## src/rtl/cpu_clock_sequencer_pkg.sv

```systemverilog
// Shared types and divide-code tables for the CPU clock sequencer.
// Imported by cpu_clock_sequencer.
package cpu_clkseq_pkg;

    typedef enum logic [1:0] {
        RUN_LO  = 2'd0,
        RUN_HI  = 2'd1,
        STOPPED = 2'd2
    } clk_state_e;

    localparam logic [1:0] DIV_2 = 2'd0;
    localparam logic [1:0] DIV_3 = 2'd1;
    localparam logic [1:0] DIV_4 = 2'd2;
    localparam logic [1:0] DIV_6 = 2'd3;

    typedef struct packed {
        logic [2:0] high_len;
        logic [2:0] low_len;
    } phase_len_t;

    // High/low phase lengths in master cycles for a divide code.
    function automatic phase_len_t phase_len(input logic [1:0] code);
        phase_len_t r;
        case (code)
            DIV_2:   r = '{high_len: 3'd1, low_len: 3'd1};
            DIV_3:   r = '{high_len: 3'd2, low_len: 3'd1};
            DIV_4:   r = '{high_len: 3'd2, low_len: 3'd2};
            default: r = '{high_len: 3'd3, low_len: 3'd3};
        endcase
        return r;
    endfunction

endpackage

```

## src/rtl/cpu_clock_sequencer_if.sv

```systemverilog
// Control and status bundle of the CPU clock sequencer.
// master = CPU/bus timing side, slave = the sequencer itself.
interface cpu_clock_sequencer_if;
    logic [1:0] DIV_SEL;
    logic       DIV_LD;
    logic       STOP_REQ;
    logic       RUN_REQ;
    logic       WAIT;
    logic       CPUCLK;
    logic       CPU_RISE;
    logic       CPU_FALL;
    logic       RUNNING;
    logic       STOPPED;
    logic [1:0] DIV_CUR;

    modport master (
        output DIV_SEL, DIV_LD, STOP_REQ, RUN_REQ, WAIT,
        input  CPUCLK, CPU_RISE, CPU_FALL, RUNNING, STOPPED, DIV_CUR
    );

    modport slave (
        input  DIV_SEL, DIV_LD, STOP_REQ, RUN_REQ, WAIT,
        output CPUCLK, CPU_RISE, CPU_FALL, RUNNING, STOPPED, DIV_CUR
    );
endinterface

```

## src/rtl/cpu_clock_sequencer_sync_sr_flag.sv

```systemverilog
// Synchronous set/reset flag replacing a cross-coupled NAND latch.
// Priority: clr (synchronous clear) > set > reset.
module sync_sr_flag (
    input  logic clk,
    input  logic clr,
    input  logic set,
    input  logic reset,
    output logic q
);

    // Set-dominant flag update with an overriding synchronous clear.
    always_ff @(posedge clk) begin
        if (clr)
            q <= 1'b0;
        else if (set)
            q <= 1'b1;
        else if (reset)
            q <= 1'b0;
    end

endmodule

```

## src/rtl/cpu_clock_sequencer.sv

```systemverilog
// CPU clock sequencer: divided CPU clock level with rise/fall strobes,
// programmable divide, wait-state stretching and stop/run control.
// Optional feature macro: CPU_CLKSEQ_WAIT_EN (WAIT stretching of high phase).
module cpu_clock_sequencer
    import cpu_clkseq_pkg::*;
(
    input  logic                        CLOCK,
    input  logic                        RESET,
    cpu_clock_sequencer_if.slave        bus
);

    clk_state_e state;
    logic [2:0] cnt;
    logic       ld_pend;
    logic [1:0] div_pend;
    logic [1:0] div_cur;
    logic       cpuclk;
    logic       cpu_rise;
    logic       cpu_fall;
    logic       running;
    logic       stopped;

    phase_len_t len;
    logic       lo_end;
    logic       hi_end;
    logic       stop_pend;
    logic       stop_clr;
    logic       stop_set;
    logic       wait_hold;

    // Phase lengths of the applied divide code and end-of-phase decodes.
    always_comb begin
        len    = phase_len(div_cur);
        lo_end = (state == RUN_LO) && (cnt == len.low_len - 3'd1);
        hi_end = (state == RUN_HI) && (cnt == len.high_len - 3'd1);
    end

`ifdef CPU_CLKSEQ_WAIT_EN
    // WAIT holds the clock high once the nominal high time is used up.
    always_comb begin
        wait_hold = bus.WAIT;
    end
`else
    logic unused_wait;

    // WAIT is accepted on the bus but has no effect in this build.
    always_comb begin
        unused_wait = bus.WAIT;
        wait_hold   = 1'b0;
    end
`endif

    // Stop-pending control: cleared on reset or when the stop is taken.
    always_comb begin
        stop_clr = RESET | (lo_end & stop_pend);
        stop_set = bus.STOP_REQ & (state != STOPPED);
    end

    sync_sr_flag u_stop_flag (
        .clk   (CLOCK),
        .clr   (stop_clr),
        .set   (stop_set),
        .reset (bus.RUN_REQ),
        .q     (stop_pend)
    );

    // Clock FSM, phase counter, divide registers and registered outputs.
    always_ff @(posedge CLOCK) begin
        if (RESET) begin
            state    <= RUN_LO;
            cnt      <= '0;
            ld_pend  <= 1'b0;
            div_pend <= '0;
            div_cur  <= DIV_2;
            cpuclk   <= 1'b0;
            cpu_rise <= 1'b0;
            cpu_fall <= 1'b0;
            running  <= 1'b1;
            stopped  <= 1'b0;
        end else begin
            cpu_rise <= 1'b0;
            cpu_fall <= 1'b0;

            if (bus.DIV_LD && (state != STOPPED)) begin
                ld_pend  <= 1'b1;
                div_pend <= bus.DIV_SEL;
            end

            case (state)
                RUN_LO: begin
                    if (lo_end) begin
                        cnt <= '0;
                        if (stop_pend) begin
                            state   <= STOPPED;
                            running <= 1'b0;
                            stopped <= 1'b1;
                        end else begin
                            state    <= RUN_HI;
                            cpuclk   <= 1'b1;
                            cpu_rise <= 1'b1;
                            ld_pend  <= 1'b0;
                            // A load in this very cycle beats an older pending one.
                            if (bus.DIV_LD)
                                div_cur <= bus.DIV_SEL;
                            else if (ld_pend)
                                div_cur <= div_pend;
                        end
                    end else begin
                        cnt <= cnt + 3'd1;
                    end
                end

                RUN_HI: begin
                    if (hi_end) begin
                        if (!wait_hold) begin
                            state    <= RUN_LO;
                            cnt      <= '0;
                            cpuclk   <= 1'b0;
                            cpu_fall <= 1'b1;
                        end
                    end else begin
                        cnt <= cnt + 3'd1;
                    end
                end

                STOPPED: begin
                    cnt <= '0;
                    if (bus.DIV_LD) begin
                        div_cur <= bus.DIV_SEL;
                        ld_pend <= 1'b0;
                    end
                    if (bus.RUN_REQ) begin
                        state    <= RUN_HI;
                        cpuclk   <= 1'b1;
                        cpu_rise <= 1'b1;
                        running  <= 1'b1;
                        stopped  <= 1'b0;
                        if (!bus.DIV_LD && ld_pend) begin
                            div_cur <= div_pend;
                            ld_pend <= 1'b0;
                        end
                    end
                end

                default: begin
                    state   <= RUN_LO;
                    cnt     <= '0;
                    cpuclk  <= 1'b0;
                    running <= 1'b1;
                    stopped <= 1'b0;
                end
            endcase
        end
    end

    // Drive the status side of the bus from the output registers.
    always_comb begin
        bus.CPUCLK   = cpuclk;
        bus.CPU_RISE = cpu_rise;
        bus.CPU_FALL = cpu_fall;
        bus.RUNNING  = running;
        bus.STOPPED  = stopped;
        bus.DIV_CUR  = div_cur;
    end

endmodule

```

## src/flat_wrapper.sv

```systemverilog
// flat-port wrapper written by rule: the top's interface ports become plain ports
module cpu_clock_sequencer_flat import cpu_clkseq_pkg::*;
  (CLOCK, RESET, bus_DIV_SEL, bus_DIV_LD, bus_STOP_REQ, bus_RUN_REQ, bus_WAIT, bus_CPUCLK, bus_CPU_RISE, bus_CPU_FALL, bus_RUNNING, bus_STOPPED, bus_DIV_CUR);
  cpu_clock_sequencer_if bus_i ();
  input  logic CLOCK;
  input  logic RESET;
  input wire logic [$bits(bus_i.DIV_SEL)-1:0] bus_DIV_SEL;
  input wire logic [$bits(bus_i.DIV_LD)-1:0] bus_DIV_LD;
  input wire logic [$bits(bus_i.STOP_REQ)-1:0] bus_STOP_REQ;
  input wire logic [$bits(bus_i.RUN_REQ)-1:0] bus_RUN_REQ;
  input wire logic [$bits(bus_i.WAIT)-1:0] bus_WAIT;
  output wire logic [$bits(bus_i.CPUCLK)-1:0] bus_CPUCLK;
  output wire logic [$bits(bus_i.CPU_RISE)-1:0] bus_CPU_RISE;
  output wire logic [$bits(bus_i.CPU_FALL)-1:0] bus_CPU_FALL;
  output wire logic [$bits(bus_i.RUNNING)-1:0] bus_RUNNING;
  output wire logic [$bits(bus_i.STOPPED)-1:0] bus_STOPPED;
  output wire logic [$bits(bus_i.DIV_CUR)-1:0] bus_DIV_CUR;
  assign bus_i.DIV_SEL = bus_DIV_SEL;
  assign bus_i.DIV_LD = bus_DIV_LD;
  assign bus_i.STOP_REQ = bus_STOP_REQ;
  assign bus_i.RUN_REQ = bus_RUN_REQ;
  assign bus_i.WAIT = bus_WAIT;
  assign bus_CPUCLK = bus_i.CPUCLK;
  assign bus_CPU_RISE = bus_i.CPU_RISE;
  assign bus_CPU_FALL = bus_i.CPU_FALL;
  assign bus_RUNNING = bus_i.RUNNING;
  assign bus_STOPPED = bus_i.STOPPED;
  assign bus_DIV_CUR = bus_i.DIV_CUR;
  cpu_clock_sequencer u_core (.CLOCK(CLOCK), .RESET(RESET), .bus(bus_i));
endmodule
```

## config.mk

```make
export PLATFORM = sky130hd
export DESIGN_NAME = cpu_clock_sequencer_flat
export DESIGN_NICKNAME = d
export VERILOG_FILES = /design/src/rtl/cpu_clock_sequencer_pkg.sv /design/src/rtl/cpu_clock_sequencer_if.sv /design/src/rtl/cpu_clock_sequencer_sync_sr_flag.sv /design/src/rtl/cpu_clock_sequencer.sv /design/src/flat_wrapper.sv
export SDC_FILE = /design/constraint.sdc
export NUM_CORES = 1
export LEC_CHECK = 0
export CAP_MARGIN = 20
export CORE_MARGIN = 2
export CORE_UTILIZATION = 50
export DETAILED_ROUTE_END_ITERATION = 10
export PLACE_DENSITY = 0.76
export SETUP_SLACK_MARGIN = 0.02
export SLEW_MARGIN = 20
export SYNTH_ARGS = -nofsm -noshare
export SYNTH_HDL_FRONTEND = slang
export SYNTH_SLANG_ARGS = --single-unit
```

## constraint.sdc

```tcl
create_clock -name CLOCK -period 2.2 [get_ports CLOCK]
set_input_delay 0.44 -clock CLOCK [delete_from_list [all_inputs] [get_ports CLOCK]]
set_output_delay 0.44 -clock CLOCK [all_outputs]
set_load 0.05 [all_outputs]
```

# After elaboration in Yosys (flattened, before gate mapping)
# Cells that the tools add are included.
word_totals:
  input_bits: 8
  output_inout_bits: 7
  ff_bits: 16
  elab_cells: 87
op_classes:
  reduce_logical: 14
  add_sub_neg: 3
  mux: 42
  bitwise: 4
  eq_ne: 13
op_table:
  columns: ["op", "count"]
  rows:
  - ["2-to-1 mux 2 bit", 11]
  - ["2-to-1 mux 1 bit", 20]
  - ["case mux 5 bit (3 select lines)", 1]
  - ["AND reduction 4 bit", 3]
  - ["case mux 1 bit (3 select lines)", 3]
  - ["!= test 2 bit, second input constant", 4]
  - ["equality test 3 bit", 2]
  - ["2-to-1 mux 3 bit", 2]
  - ["case mux 2 bit (3 select lines)", 1]
  - ["case mux 3 bit (2 select lines)", 1]
  - ["equality test 2 x 1 -> 1 bit, second input constant", 2]
  - ["equality test 2 bit, second input constant", 2]
  - ["logical AND 1 bit", 4]
  - ["logical NOT 2 bit", 2]
  - ["!= test 2 x 1 -> 1 bit, second input constant", 2]
  - ["case mux 1 bit (2 select lines)", 2]
  - ["case mux 2 bit (2 select lines)", 1]
  - ["nonzero test 2 bit", 2]
  - ["adder 3 x 1 -> 3 bit, second input constant", 1]
  - ["!= test 3 x 2 -> 1 bit, second input constant", 1]
  - ["AND reduction 3 bit", 1]
  - ["subtractor 2 x 1 -> 3 bit, second input constant", 1]
  - ["subtractor 3 x 1 -> 3 bit, second input constant", 1]
  - ["AND 1 bit", 2]
  - ["4 further kinds", 4]

# Depth between registers and ports, before layout
logic_depth:
  depth_word: 7
  depth_mapped: 6
  depth_no_buf: 6

# By module
# Synthesis repeated with hierarchy kept, for this count alone.
unflattened:
  cells_unflattened: 101
  hier_area_um2: 852.1
modules_own_cells:
  columns: ["module", "cells_per_inst", "seq_area_each_um2", "n_inst", "area_per_inst_um2"]
  rows:
  - ["cpu_clock_sequencer", 97, 300.3, 1, 813.3]
  - ["sync_sr_flag", 4, 20.0, 1, 38.8]

# Worst setup path after synthesis
# No wires, ideal clock.
synth_timing:
  kind: "register to register"
  start: "register u_core.div_cur[0] (netlist: u_core.bus.DIV_CUR[0])"
  end: "register u_core.state[1]"
  path_stages_with_launch: 7
  arrival_ns: 2.007
  period_less_slack_ns: 2.065
  setup_ns: 0.058
  path_buffers: 0
  slack_ns: 0.135
  t_required_ns: 2.142
  path_cell_list: "dfxtp_1 inv_1 ha_1 xor2_1 or4_4 nor3b_4 o21ba_1"
synth_via:
  elab_chain_cells: 7
  elab_cells_between_ends: 13
  cone_classes: "add/sub: 2; eq/ne: 6; mux: 1; reduce/logical: 4"
synth_rtl:
  columns: ["element", "line", "rtl"]
  rows:
  - ["start: declaration", "cpu_clock_sequencer.sv:16", "logic [1:0] div_cur;"]
  - ["start signal: assignment", "cpu_clock_sequencer.sv:104", "div_cur <= bus.DIV_SEL;"]
  - ["start signal: assignment", "cpu_clock_sequencer.sv:106", "div_cur <= div_pend;"]
  - ["start signal: assignment", "cpu_clock_sequencer.sv:129", "div_cur <= bus.DIV_SEL;"]
  - ["equality test 2 bit, or another cell as far along", "cpu_clock_sequencer_pkg.sv:24", "case (code)"]
  - ["case mux 5 bit (3 select lines) (*)", "cpu_clock_sequencer_pkg.sv:24", null]
  - ["subtractor 3 x 1 -> 3 bit / subtractor 2 x 1 -> 3 bit (equally long branches)", "cpu_clock_sequencer.sv:34, cpu_clock_sequencer.sv:35", null]
  - ["equality test 3 bit, on equally long branches", "cpu_clock_sequencer.sv:34, cpu_clock_sequencer.sv:35", null]
  - ["logical AND 1 bit, on equally long branches", "cpu_clock_sequencer.sv:34, cpu_clock_sequencer.sv:35", null]
  - ["!= test 2 x 1 -> 1 bit (no line)", null, null]
  - ["AND reduction 3 bit (no line) (*)", null, null]
  - ["end signal: assignment", "cpu_clock_sequencer.sv:70", "state <= RUN_LO;"]
  - ["end signal: assignment", "cpu_clock_sequencer.sv:94", "state <= STOPPED;"]
  - ["end signal: assignment", "cpu_clock_sequencer.sv:98", "state <= RUN_HI;"]
  - ["end: declaration", "cpu_clock_sequencer.sv:12", "clk_state_e state;"]
# Every way passes the cells marked *; elsewhere a longest branch is shown, timed or not.
# A chain may end at the register's enable or synchronous reset.

# Worst setup path in the final report
layout_timing:
  start: "register u_core.div_cur[1] (netlist: u_core.bus.DIV_CUR[1])"
  end: "output port bus_DIV_CUR[1]"
layout_rtl:
  columns: ["element", "line", "rtl"]
  rows:
  - ["end: declaration", "flat_wrapper.sv:17", "output wire logic [$bits(bus_i.DIV_CUR)-1:0] bus_DIV_CUR;"]
# No word-level cell between the ends.

==> out/results.txt <==
Switching part of the total = 44.0%
Vias in the first global route = 692
Combinational power share = 51.3%
Post-DP HPWL = 1180 µm
Clock Path Buffers = 2
Clock group share of total power = 14.3%
TritonCTS Buffers = 3
Power, Total = 1.37 mW
Mux cell area share after synthesis = 3.53%
GRT Total Usage = 18.7%
RD Place Congestion = 0.773
Buf+Inv Stages, Crit Path = 1
Worst reg-to-reg setup slack = 330 ps
Largest area contributor in the netlist = dfxtp_1
Hold endpoint = u_core.div_pend[0]
Pin count of the biggest net entering global routing = 16
Non-Filler Instances = 125
VDD IR max = 0.000799 V
Simple-Gate Fraction of Synth Area = 24.2%
DR vias = 710
Synth Warn # = 0
Row count = 14
Max Cap Violations = 0
Ys async rst share = 0%
Full die area = 0.00204 mm²
Fin. max-slew vios = 0
Clock Latency Late Sink = 280 ps
WL final = 1540 µm
Adder-Cell Fraction of Synth Area = 5.89%
Slowest-stage cell, CP = clkdlybuf4s50_1
P_leak = 0.406 nW
Hold-fix buffers, CTS = 0
Fmax = 0.503 GHz
Die W = 45.2 µm
Kind of critical path = flip-flop to output port
# setup viols final = 0
Worst reg-to-reg path cell count = 6
Hold path cells = 2
Part of the cycle the worst path needs = 90.4%
Top cell type's share of synthesized area = 37.7%
CP Launch Type = flip-flop
Rel. slew slack = 58.5%
Critical Path Fanout Max = 6
Post-synth EDFFs = 0
Worst Slack Setup Final = 211 ps
FF+latch count, synth = 16
Resized Gates After CTS = 0
Worst-path clk slew = 90 ps
Clk sinks = 16
Initial antenna violation count = 0
# nets final = 122
Post-synthesis compound-gate area fraction = 17.4%
RSZ-0062 raised after global routing = false
Syn_nets = 108
Wire length per cell = 12.3 µm
Grt ovf = 0
Worst r2r dst = u_core.bus.DIV_CUR[0]
Most common library cells after synthesis = dfxtp_1, nor2_1, a21oi_1, nor3_1
Cell Pwr Density = 1360 mW/mm²
DR iter-0 viols = 11
DRC Markers = 0
Post-Synthesis Cells = 96
Port bufs = 13
Synthesized area = 850 µm²
HP Class = flip-flop to flip-flop
Core area = 0.00154 mm²
Critical path capture point type = output port
Slew @ Worst Pin = 616 ps
ANT nets after route = 0
Global-route wire length before repair = 2780 µm
Fraction of layout cells with a size suffix above 1 = 9.17%
Outcome = finished clean
Dpl cells = 121
Top post-synthesis cells by area = dfxtp_1, ha_1, nor2_1, mux2i_1, o21a_1
Psw = 0.601 mW
Hold Startpoint = u_core.div_pend[0]
Crit path time final = 1990 ps
Post-CTS Setup Bufs = 0
Main combinational cell family by area after synthesis = simple AND/OR/NAND/NOR gates
Library cells used by synthesis = 34
Worst path cell trace = clkdlybuf4s50_1
Crit path DAT = 1550 ps
Initial core utilization = 55.1%
Setup slack at placement = 363 ps
Die Height = 45.2 µm
Sequential share of power = 34.5%
Xor and xnor area share after synthesis = 4.12%
CTS tree = done
CP Data Required Time = 1760 ps
Post-synthesis sequential area ratio = 37.7%
Top-count cell post-synth = dfxtp_1
Top Family by Delay on Critical Path = buffers and inverters
Critical path's largest stage delay = 840 ps
Final setup TNS = 0 ps
Vias per cell = 5.68
Hold Fails Final Rpt = 0
P_int = 0.765 mW
Worst r2r src = u_core.bus.DIV_CUR[0]
Area grow syn2layout = 18.3%
Pre-antenna DRT Iters = 4
Post-Syn Area per Cell = 8.85 µm²
Clock Root Buffer = clkbuf_4
Clock Skew = 0.284 ps
H-Tree Level Count = 1
Synth Flop Type = dfxtp_1
I/O Pins = 15
Ant. Diodes = 0
[layer usage]
metal	global-route usage [%]	vias to the layer above	share of wire [%]
met3	4.00	0	3.4
met2	31.4	14	51
met4	9.41	0	0
met5	0	-	0
met1	22.4	330	46
li1	-	366	-
[cell type report]
cell class	count	area, µm²
fillers	131	537
multi-input cells	70	468
flip-flops and latches	16	320
repair buffers	15	145
clock buffers	4	36.3
well taps	16	20.0
inverters	4	15.0
[state kept, by name (all words and copies together) (netlist names)]
| name | flops |
|---|---|
| u_core.ld_pend | 1 |
| u_core.bus.DIV_CUR | 2 |
| u_core.div_pend | 2 |
| u_core.bus.CPUCLK | 1 |
| u_core.state | 2 |
| u_core.bus.RUNNING | 1 |
| u_core.bus.STOPPED | 1 |
| u_core.u_stop_flag.q | 1 |
| u_core.bus.CPU_RISE | 1 |
| u_core.bus.CPU_FALL | 1 |
| u_core.cnt | 3 |
[stage by stage]
stage | cell area [µm²] | hold slack [ps] | util [%]
global route | 1000 | 487 | 65.2
floorplan | 850 | 437 | -
finish | 1000 | 462 | 65.2
CTS | 1000 | 465 | 65.2
detailed placement | 968 | 448 | 62.8
global placement | 968 | 445 | 62.8
[worst register-to-register path, cell delays in order, from the launching register on]
cell     delay, ps
dfxtp_1        400
inv_1           80
ha_1           210
xor2_1         180
nor4_1         490
o31ai_1        170
a32o_1         240
[placed cells by master, fill, tap and decap left out, types with 2 or more instances in the layout]
| master | instances |
|---|---|
| dfxtp_1 | 16 |
| nor2_1 | 13 |
| clkdlybuf4s50_1 | 13 |
| nor3_1 | 5 |
| a21oi_1 | 5 |
| inv_1 | 4 |
| nor4_1 | 4 |
| nand2_1 | 4 |
| o21a_1 | 4 |
| ha_1 | 4 |
| mux2i_1 | 3 |
| o21ai_0 | 3 |
| clkbuf_4 | 3 |
| xor2_1 | 2 |
| xnor2_1 | 2 |
| o31ai_1 | 2 |
| nand3_1 | 2 |
| nand2b_1 | 2 |
| nor4b_1 | 2 |
| a32o_1 | 2 |
| buf_4 | 2 |
[cells by family after synthesis]
logic type                 count (synthesis)
muxes                                      3
xor gates and xnor gates                   4
DFF                                       16
adders and majority gates                  4
buffers and inverters                     10
AOI/OAI and AO/OA                         22
and+or+nand+nor                           37
[worst max path at each step]
stage / start / to / slack, ps / cells after the start
after CTS: u_core.bus.DIV_CUR[1] / bus_DIV_CUR[1] / 190 / 1
after floorplan: u_core.bus.DIV_CUR[0] / u_core.state[1] / 130 / 6
after detailed placement: u_core.bus.DIV_CUR[0] / u_core.bus.DIV_CUR[0] / 360 / 6
after global routing: u_core.bus.DIV_CUR[1] / bus_DIV_CUR[1] / 150 / 1
final: u_core.bus.DIV_CUR[1] / bus_DIV_CUR[1] / 210 / 1
after global placement: u_core.bus.DIV_CUR[0] / u_core.bus.DIV_CUR[1] / 350 / 6
[power groups by stage]
stage                     registers, mW  clock network, mW  logic [mW]
after CTS                         0.471              0.200       0.702
after global routing              0.486              0.214       0.764
after floorplan                   0.603                  0       0.411
final                             0.471              0.195       0.700
after detailed placement          0.479                  0       0.699
after global placement            0.474                  0       0.688
No activity file was read; power rests on OpenSTA's default activity.
==> RTL change 1, RTL diff (same settings) <==
Re-encode `clk_state_e` (3 states) as one-hot, 3 bits wide.
--- a/src/rtl/cpu_clock_sequencer_pkg.sv
+++ b/src/rtl/cpu_clock_sequencer_pkg.sv
@@ -4,6 +4,6 @@
 
-    typedef enum logic [1:0] {
-        RUN_LO  = 2'd0,
-        RUN_HI  = 2'd1,
-        STOPPED = 2'd2
+    typedef enum logic [2:0] {
+        RUN_LO  = 3'b001,
+        RUN_HI  = 3'b010,
+        STOPPED = 3'b100
     } clk_state_e;
Formal check against the unedited RTL: no difference found for any inputs over 10 cycles, from zero or initial values and one cycle with RESET high; not proved beyond that.
==> RTL change 1 against the unedited design <==
Power up 7.3%; final area grew 10%; sequential cell count rose by 1; area after synthesis grew 6.6%; core utilization is 0.49 points lower; global-route usage rose by 2.2 points; routed wire length rose by 29%; setup slack got worse by 0.059 ns; critical endpoint is now u_core.bus.DIV_CUR[0]$_SDFFE_PP0P_.
==> RTL change 1: results (changes against the unedited design) <==
Nets - 132 (+8.2%)
Crit path DAT - 2.24 ns (+0.69 ns)
Synth warn - 0 (unchanged)
Vias in the first global route - 729 (+5.3%)
Slew HR - 0.6661 (+0.08080)
Largest stage delay on the critical path - 0.49 ns (-0.35 ns)
Syn_nets - 115 (+6.5%)
Status - complete, no violations
Synth cell count leaders - dfxtp_1 (17), nor2_1 (9), a21oi_1 (6), inv_1 (6)
DPL Wire Length - 1506 um (+28%)
Clk_skew - 0.002574 ns (+0.002290 ns)
CTS Buf Count - 3 (unchanged)
Synth cell types - 38 (+12%)
Hold WC Path Type - register to register
DR vias - 812 (+14%)
Post-Syn Instances - 103 (+7.3%)
Largest net degree at the start of global routing - 13 (-3)
Post-synthesis sequential area ratio - 0.3757 (-0.001334)
VDD IR max - 0.0007778 V (-2.6%)
Worst r2r src - u_core.state[0]$_SDFFE_PP1P_
Worst slack, placed - 0.2061 ns (-0.1567 ns)
Placed insts - 140 (+16%)
Crit path max fanout - 8 (+2)
Routed length per instance - 13.80 um (+12%)
Slowest-stage cell, CP - o41a_1
GR Util All Layers - 0.2090 (+0.02155)
DP Area - 1079 um2 (+11%)
Pleak - 0.0004627 uW (+14%)
Setup crit start kind - register
Register bit total from synthesis - 17 (+1)
1st-iter DRT viols - 28 (+17)
Share of post-route cells with drive strength above 1 - 0.1597 (+0.06792)
Sw frac - 0.4434 (+0.003597)
Critical hold path startpoint - u_core.div_pend[1]$_SDFFE_PP0P_
Total wire length - 1987 um (+29%)
First-pass GRT wire length - 3215 um (+16%)
Synth area leaders - dfxtp_1 (38%), ha_1 (5.5%), nor2_1 (3.7%), a21oi_1 (3.3%), nor3_1 (2.8%)
GP Congestion - 0.8802 (+14%)
H-tree lvl count - 1 (unchanged)
-- RTL change 1: power groups by stage --
stage / combinational [uW] / clock, uW / sequential (uW)
after floorplan: 468 / 0 / 609
after global placement: 779 / 0 / 498
after detailed placement: 793 / 0 / 504
after CTS: 799 / 171 / 496
after global routing: 875 / 182 / 511
final: 803 / 165 / 497
-- RTL change 1: cell families (layout without fill, tap and decap cells) --
logic type	count (synthesis)	after routing	share of synthesized area
AO/OA/AOI/OAI	24	24	0.2100
flip-flops	17	17	0.3757
multiplexers	2	2	0.02486
adder cells (fa/ha/maj)	4	4	0.05525
AND/OR/NAND/NOR	42	42	0.2569
buffers and inverters	11	27	0.04834
XOR/XNOR	3	3	0.02901
-- RTL change 1: critical path, delay by kind of cell, from the launching register on --
kind | cells | cell delay (ns)
and+or+nand+nor | 2 | 0.70
AOI/OAI and AO/OA | 2 | 0.79
DFF | 1 | 0.46
-- RTL change 1: metal layers --
| layer | track usage | share of wire |
|---|---|---|
| met1 | 0.2840 | 0.47 |
| met2 | 0.3222 | 0.46 |
| met3 | 0.03922 | 0.045 |
| met4 | 0.08571 | 0.022 |
| met5 | 0 | 0 |
-- RTL change 1: final cells by class --
class,instances,area (um2)
Fill cell,150,603.1
Multi-Input combinational cell,75,521.8
Sequential cell,17,342.8
Timing Repair Buffer,17,160.2
Tap cell,25,31.28
Clock buffer,4,26.28
Inverter,6,22.52
-- RTL change 1: worst paths after layout --
kind                                                      endpoint  slack, ns  depth (start not counted)
worst max-delay path            u_core.bus.DIV_CUR[0]$_SDFFE_PP0P_       0.15                          4
worst max register to register  u_core.bus.DIV_CUR[0]$_SDFFE_PP0P_       0.15                          4
worst min register to register     u_core.div_pend[1]$_SDFFE_PP0P_       0.47                          2
worst min-delay path               u_core.div_pend[1]$_SDFFE_PP0P_       0.47                          2
==> RTL change 2, RTL diff (config.mk and constraints unchanged) <==
Without the edit above. Build with the macro `CPU_CLKSEQ_WAIT_EN` defined.
--- a/src/rtl/cpu_clock_sequencer.sv
+++ b/src/rtl/cpu_clock_sequencer.sv
@@ -3,2 +3,4 @@
 // Optional feature macro: CPU_CLKSEQ_WAIT_EN (WAIT stretching of high phase).
+`define CPU_CLKSEQ_WAIT_EN
+
 module cpu_clock_sequencer
Behaviour: not the same (a bounded check fails within 4 cycles, from zero or initial values and one cycle with RESET high).
==> RTL change 2 against the unedited design <==
Routed wire length increased by 29%; final area increased by 12%; largest power group unchanged; core utilization about the same; setup slack got worse by 0.041 ns; synthesized cell count increased by 17%; non-clock buffer count increased by 2; sequential cell count unchanged; area after synthesis increased by 8.4%; critical endpoint is now u_core.bus.DIV_CUR[0]$_SDFFE_PP0P_; register-to-register slack got worse by 0.16 ns; power increased by 9.0%; sequential share of layout area decreased by 3.0 points; largest cell class unchanged.
==> RTL change 2: results (changes against the unedited design) <==
Status - complete, no violations
Synth area leaders - dfxtp_1 (35%), ha_1 (5.4%), nand2_1 (4.9%), a21oi_1 (3.3%), a311oi_1 (2.9%)
Crit path max fanout - 7 (+1)
Root buffer cell - clkbuf_4
Synth cell types - 38 (+12%)
Port Buffers - 14 (+1)
Clock buf/inv share - 0.03226 (-0.003857)
Sw frac - 0.4544 (+0.01455)
Slowest-stage cell, CP - or4_1
Vias in the first global route - 775 (+12%)
Buffering overhead - 0.1446 (+0.0001464)
Pre-antenna DRT Iters - 4 (unchanged)
Met2 usage - 0.3425 (+0.02818)
Syn_nets - 124 (+15%)
Largest stage delay on the critical path - 0.52 ns (-0.32 ns)
GR Util All Layers - 0.2019 (+0.01444)
Clkbuf count - 4 (unchanged)
Routed length per instance - 13.16 um (+6.9%)
Crit path DAT - 2.23 ns (+0.68 ns)
Cell count of the worst reg-to-reg path - 5 (-1)
Register bit total from synthesis - 16 (unchanged)
Worst skew pair latency - 0.30 ns (+0.02 ns)
Area occupied by multi-input gates - 554.3 um2 (+18%)
Non-clock buffers - 17 (+2)
1st-iter DRT viols - 14 (+3)
Comb pwr - 816 uW (+17%)
Clk_skew - 0.009431 ns (+0.009147 ns)
Multi-input gates - 85 (+21%)
M1 GR Usage - 0.2530 (+0.02882)
Finished Cell Area - 1125 um2 (+12%)
Share of post-route cells with drive strength above 1 - 0.07937 (-0.01238)
Vias per std cell - 5.848 (+3.0%)
Hold WC Path Type - register to register
VDD IR max - 0.0007905 V (-1.0%)
Largest net degree at the start of global routing - 14 (-2)
CTS Buf Count - 3 (unchanged)
Slew HR - 0.6025 (+0.01720)
Pleak - 0.0004343 uW (+7.1%)
First-pass GRT wire length - 3146 um (+13%)
DPL Wire Length - 1438 um (+22%)
Top Family by Delay on Critical Path - compound AO/OA/AOI/OAI gates
Met3 Usage GRT - 0.02308 (-0.01692)
GP Congestion - 0.8405 (+8.7%)
Nets - 139 (+14%)
Synth cell count leaders - dfxtp_1 (16), nand2_1 (12), a21oi_1 (6), nor2_1 (6), nor3_1 (5)
Layout fillers - 159 (+21%)
Storage cell area - 325.3 um2 (+1.6%)
Post-synthesis sequential area ratio - 0.3478 (-0.02920)
==> RTL change 2: stage by stage <==
| stage | power, uW | utilization | cells | worst slack (ns) | hold slack, ns |
|---|---|---|---|---|---|
| 2_1_floorplan | 1082 | - | 112 | 0.06993 | 0.4325 |
| 5_1_grt | 1589 | 0.6514 | 151 | 0.04310 | 0.4914 |
| 4_1_cts | 1491 | 0.6514 | 151 | 0.1692 | 0.4606 |
| 3_5_place_dp | 1286 | 0.6304 | 147 | 0.2041 | 0.4474 |
| 3_3_place_gp | 1274 | 0.6304 | 147 | 0.2397 | 0.4434 |
| 6_report | 1489 | 0.6514 | 151 | 0.1699 | 0.4602 |
==> RTL change 2: final timing paths <==
path                                                         start                                 end  slack, ns
worst max-delay path            u_core.bus.DIV_CUR[0]$_SDFFE_PP0P_  u_core.bus.DIV_CUR[0]$_SDFFE_PP0P_       0.17
worst min-delay path               u_core.bus.STOPPED$_SDFFE_PP0P_     u_core.bus.STOPPED$_SDFFE_PP0P_       0.46
worst max register to register  u_core.bus.DIV_CUR[0]$_SDFFE_PP0P_  u_core.bus.DIV_CUR[0]$_SDFFE_PP0P_       0.17
worst min register to register     u_core.bus.STOPPED$_SDFFE_PP0P_     u_core.bus.STOPPED$_SDFFE_PP0P_       0.46
==> RTL change 2: routing by layer <==
| layer | wire [um] | part of all wire |
|---|---|---|
| met5 | 0 | 0 |
| met4 | 29 | 0.015 |
| met3 | 94 | 0.047 |
| met2 | 957 | 0.48 |
| met1 | 905 | 0.46 |
==> RTL change 2: logic make-up after synthesis <==
| kind of cell | share of synthesized area |
|---|---|
| flip-flops | 0.3478 |
| buffers and inverters | 0.05026 |
| XOR/XNOR | 0.02854 |
| AO/OA/AOI/OAI | 0.2853 |
| adder cells (fa/ha/maj) | 0.05435 |
| AND/OR/NAND/NOR | 0.2337 |
